**src/rtl/quad_decoder.sv**
```systemverilog
// Quadrature encoder decoder: synchronizes A/B/Z, decodes gray-code steps into a position count,
// flags illegal double transitions. Define QDEC_FILTER_EN to add a per-channel glitch filter.
module quad_decoder #(
  parameter int WIDTH    = 16,
  parameter int FILT_LEN = 3
) (
  input  logic             clk,
  input  logic             rst,
  input  logic             enc_a,
  input  logic             enc_b,
  input  logic             enc_z,
  input  logic             clr,
  input  logic             err_clr,
  output logic             step,
  output logic             dir,
  output logic             zero,
  output logic [WIDTH-1:0] pos,
  output logic             err
);

  typedef enum logic {
    INIT,
    TRACK
  } state_t;

  // Channel bit order everywhere: [2] = Z, [1] = A, [0] = B.
  logic [2:0] raw;
  logic [2:0] sync1;
  logic [2:0] sync2;
  logic [2:0] chan;

  assign raw = {enc_z, enc_a, enc_b};

  // NOTE: sequential state is always assigned with <= so every flop samples pre-edge values.
  always_ff @(posedge clk or posedge rst) begin
    if (rst) begin
      sync1 <= '0;
      sync2 <= '0;
    end else begin
      sync1 <= raw;
      sync2 <= sync1;
    end
  end

`ifdef QDEC_FILTER_EN
  localparam logic [3:0] FILT_MAX = 4'(FILT_LEN - 1);
  localparam int         WARM     = 2 + FILT_LEN;

  logic [3:0] filt_cnt [3];
  logic [2:0] filt;

  // A channel output follows its input only after FILT_LEN consecutive differing samples.
  always_ff @(posedge clk or posedge rst) begin
    if (rst) begin
      filt <= '0;
      for (int i = 0; i < 3; i++) filt_cnt[i] <= '0;
    end else begin
      for (int i = 0; i < 3; i++) begin
        if (sync2[i] == filt[i]) begin
          filt_cnt[i] <= '0;
        end else if (filt_cnt[i] == FILT_MAX) begin
          filt[i]     <= sync2[i];
          filt_cnt[i] <= '0;
        end else begin
          filt_cnt[i] <= filt_cnt[i] + 4'd1;
        end
      end
    end
  end

  assign chan = filt;
`else
  localparam int WARM = 2;

  assign chan = sync2;
`endif

  // The pipeline restarts from zeros after reset; INIT waits until the sampled levels are real
  // so that the first AB capture cannot look like a transition.
  logic [4:0] warm_cnt;
  logic       warm_done;

  assign warm_done = (warm_cnt == 5'(WARM));

  always_ff @(posedge clk or posedge rst) begin
    if (rst)             warm_cnt <= '0;
    else if (!warm_done) warm_cnt <= warm_cnt + 5'd1;
  end

  state_t     state;
  state_t     state_next;
  logic [1:0] ab;
  logic [1:0] prev_ab;
  logic [1:0] prev_next;
  logic       z_prev;
  logic       z_rise;
  logic       up;
  logic       step_next;
  logic       dir_next;
  logic       zero_next;
  logic       err_next;
  logic [WIDTH-1:0] pos_next;

  assign ab     = chan[1:0];
  assign z_rise = warm_done & chan[2] & ~z_prev;
  // Forward order is 00->01->11->10: old A xor new B is 1 exactly for those steps.
  assign up     = prev_ab[1] ^ ab[0];

  always_ff @(posedge clk or posedge rst) begin
    if (rst) begin
      state   <= INIT;
      prev_ab <= '0;
      z_prev  <= 1'b0;
      step    <= 1'b0;
      dir     <= 1'b0;
      zero    <= 1'b0;
      err     <= 1'b0;
      pos     <= '0;
    end else begin
      state   <= state_next;
      prev_ab <= prev_next;
      z_prev  <= chan[2];
      step    <= step_next;
      dir     <= dir_next;
      zero    <= zero_next;
      err     <= err_next;
      pos     <= pos_next;
    end
  end

  // NOTE: every output of this block gets a default first, so no path can infer a latch.
  always_comb begin
    state_next = state;
    prev_next  = prev_ab;
    step_next  = 1'b0;
    dir_next   = dir;
    zero_next  = 1'b0;
    err_next   = err;
    pos_next   = pos;

    if (err_clr) err_next = 1'b0;

    case (state)
      INIT: begin
        prev_next = ab;
        if (warm_done) state_next = TRACK;
      end
      TRACK: begin
        prev_next = ab;
        if (ab == ~prev_ab) begin
          err_next = 1'b1;
        end else if (ab != prev_ab) begin
          step_next = 1'b1;
          dir_next  = ~up;
          pos_next  = up ? pos + WIDTH'(1) : pos - WIDTH'(1);
        end
      end
      default: state_next = INIT;
    endcase

    // Clear and index override only the count; step/dir still report the transition.
    if (clr || z_rise) begin
      zero_next = 1'b1;
      pos_next  = '0;
    end
  end

endmodule
```
**config.mk**
```make
export PLATFORM = sky130hd
export DESIGN_NAME = quad_decoder
export DESIGN_NICKNAME = d
export VERILOG_FILES = /design/src/rtl/quad_decoder.sv
export SDC_FILE = /design/constraint.sdc
export NUM_CORES = 1
export LEC_CHECK = 0
export CORE_MARGIN = 5
export CORE_UTILIZATION = 25
export CTS_CLUSTER_DIAMETER = 150
export CTS_CLUSTER_SIZE = 24
export DETAILED_ROUTE_END_ITERATION = 7
export GPL_ROUTABILITY_DRIVEN = 0
export PLACE_DENSITY = 0.46
export SLEW_MARGIN = 20
export SYNTH_ARGS = -nofsm -noshare
export SYNTH_HDL_FRONTEND = slang
export SYNTH_SLANG_ARGS = --single-unit
```
**constraint.sdc**
```tcl
create_clock -name clk -period 6.8 [get_ports clk]
set_input_delay 1.36 -clock clk [delete_from_list [all_inputs] [get_ports clk]]
set_output_delay 1.36 -clock clk [all_outputs]
set_load 0.02 [all_outputs]
```
==> flow_summary.toml <==
[die]
fp.dieH_um = 99.1
die_area_mm2 = 0.00981
core_area_mm2 = 0.00773
rows = 32
die_w_um = 99.1
initial_core_util = 0.257
pin_count = 27

[worst_setup_path]
worstRegToRegCells = 10
startpoint_type = "primary input"
worstSetupPathType = "primary input to flip-flop"
worstPathRequired_ns = 7.03
end_kind = "flip-flop"
worst_ep_arrival_time_ns = 3.24
critPathMaxFanout = 15

[logic_synthesis]
synth_area_per_cell_um2 = 8.93
synth_mux_area_frac = 0.0101
synth_edf_count = 0
async_reset_ff_frac = 1.00
synthSimpleGateAreaFrac = 0.254
synth_top_family_by_area = "simple AND/OR/NAND/NOR gates"
ys_seq_elements = 35
synth_top_cells_by_count = "dfrtp_1, nand2_1, nor2_1"
synth.most_common_cell = "dfrtp_1"
ys_warn_count = 0
synth_compound_area_frac = 0.110
netlist_instances = 222
synth_largest_area_cell = "dfrtp_1"
synth_nets = 234
synth_cell_type_count = 39
synth_top_area_share = 0.442
syn-cell-area_mm2 = 0.00198
synth_ff_type = "dfrtp_1"
synth.area.top_cells = "dfrtp_1, xnor2_1, nand2_1"
synth-seq-area-share = 0.442
synth_xor_area_frac = 0.105
synth_fa_ha_area_frac = 0.0315

[timing]
rsz0062_at_grt = "false"
finalSetupViolCount = 0
worstMarginPinSlew_ns = 0.526
slew_viol_final = 0
hold_ws_ns = 0.354
fin_crit_ns = 3.01
setup_tns_ns = 0
slew_headroom = 0.649
skew_ns = 0.00548
fin_crit_sh = 0.443
fmax_ghz = 0.332
hold_violations = 0

[pwr]
swShare = 0.358
ir_drop_mv = 0.110
p_leak_uw = 0.000993
p_sw_uw = 255
power_uw = 711
combPwrFrac = 0.336
seq_power_share = 0.380
cellPowerDensity_mw_per_mm2 = 289
p_int_uw = 457
clkPwrFrac = 0.284

[detailed_routing]
drt-met1-wl_mm = 2.41
route.met3.wl_um = 242
routed_wl_mm = 5.01
drc_errors = 0
viasPerCell = 4.87
ant_nets = 0
drt_iter0_markers = 129
wl_per_cell_um = 14.5
dr_wl_met2_mm = 2.34
highest_layer = "met4"
firstDrtPassIters = 4
vias = 1685

[run]
drv_cap = 0

[global_route]
grtUsageTotal = 0.109
grt_max_degree = 36
grt_pass1_vias = 1649
grt_pass1_wl_mm = 8.62
antenna_found_initial = 0
grt_overflow_total = 0

[cells_and_area]
final_cells = 346
num_antenna_cells = 0
area_delta_synth_final_pct = 24.0
drive_above_1_share = 0.0697
final_nets = 255

[clock_tree]
cts.sinks = 35
clkTransAtPathRegs_ns = 0.08
cts_made_buffers = 5
cts_root_buf = "clkbuf_8"
cts_max_path_buffers = 2
clk_latency_ns = 0.29
cts_max_level = 2
cts-resized-gates = 0
ctsHoldBuffers = 0
post-cts-setup-buffers = 0
tritoncts = "done"

[hold_path]
hold_path_depth = 0
hold_path.class = "flip-flop to flip-flop"

[placed_design]
hpwl_mm = 3.44
io_buffers = 26
placedCellCount = 338

[outcome]
status = "completed"
## cells by family (layout without fill, tap and decap cells)
kind of cell    after synthesis  in the layout
mux                           2              2
xor+xnor                     23             23
buf+inv                      25             47
compound gates               35             35
simple gates                 97             97
fa+ha+maj                     5              5
flops                        35             35
## cell usage in the layout, fill, tap and decap left out, drive strengths merged, types with 3 or more instances in the layout
master,Yosys,layout
xor2,9,9
buf,2,3
ha,5,5
nand3,12,12
a21oi,13,13
inv,10,11
nand2,20,20
or4,4,4
o21ai,10,10
xnor2,14,14
nor4,7,7
or3,7,7
clkbuf,13,6
nor3,12,12
clkdlybuf4s50,0,26
dfrtp,35,35
nand4,4,4
nor2,20,20
## sequential cells by signal, indices dropped and copies added (netlist names)
name / flops
pos: 16
warm_cnt: 5
chan: 3
sync1: 3
prev_ab: 2
dir: 1
err: 1
state: 1
step: 1
z_prev: 1
zero: 1
## layer usage
metal | vias up | track usage
met1 | 823 | 0.152
met4 | 0 | 0.0284
met2 | 36 | 0.169
met3 | 3 | 0.0269
met5 | - | 0
li1 | 823 | -
## cell type report
type / count / area [um2]
Tap cell: 102 / 128
Clock inverter: 2 / 38.8
Fill cell: 819 / 5270
Timing Repair Buffer: 29 / 283
Clock buffer: 6 / 82.6
Multi-Input combinational cell: 162 / 1010
Sequential cell: 35 / 876
Inverter: 10 / 37.5
## worst paths after layout
kind	from	to	slack (ns)
hold / removal	sync1[2]	chan[2]	0.35
max in group asynchronous	rst	chan[0]	5.02
min in group asynchronous	rst	pos[10]	1.48
hold reg to reg	sync1[2]	chan[2]	0.35
setup / recovery	clr	pos[14]	3.79
setup reg to reg	prev_ab[1]	pos[12]	4.05
## critical path, stage by stage
cell and delay [ns]:
clkdlybuf4s50_1 0.40, a31oi_1 0.40, inv_1 0.39, or4_1 0.59, nand3_1 0.08
## power by group through the flow
stage                     Combinational [uW]  Sequential (uW)  Clock [uW]
after detailed placement                 240              274           0
after global placement                   240              274           0
final                                    239              270         202
after CTS                                242              271         211
after floorplan                          159              272           0
after global routing                     267              275         221
## metrics by stage
stage,setup WS [ns],instance area (um2),utilization
floorplan,4.15,1980,-
global placement,3.49,2340,0.302
detailed placement,3.46,2340,0.302
CTS,3.76,2460,0.318
global route,3.57,2460,0.318
finish,3.79,2460,0.318
Power figures use the tool's default switching activity.
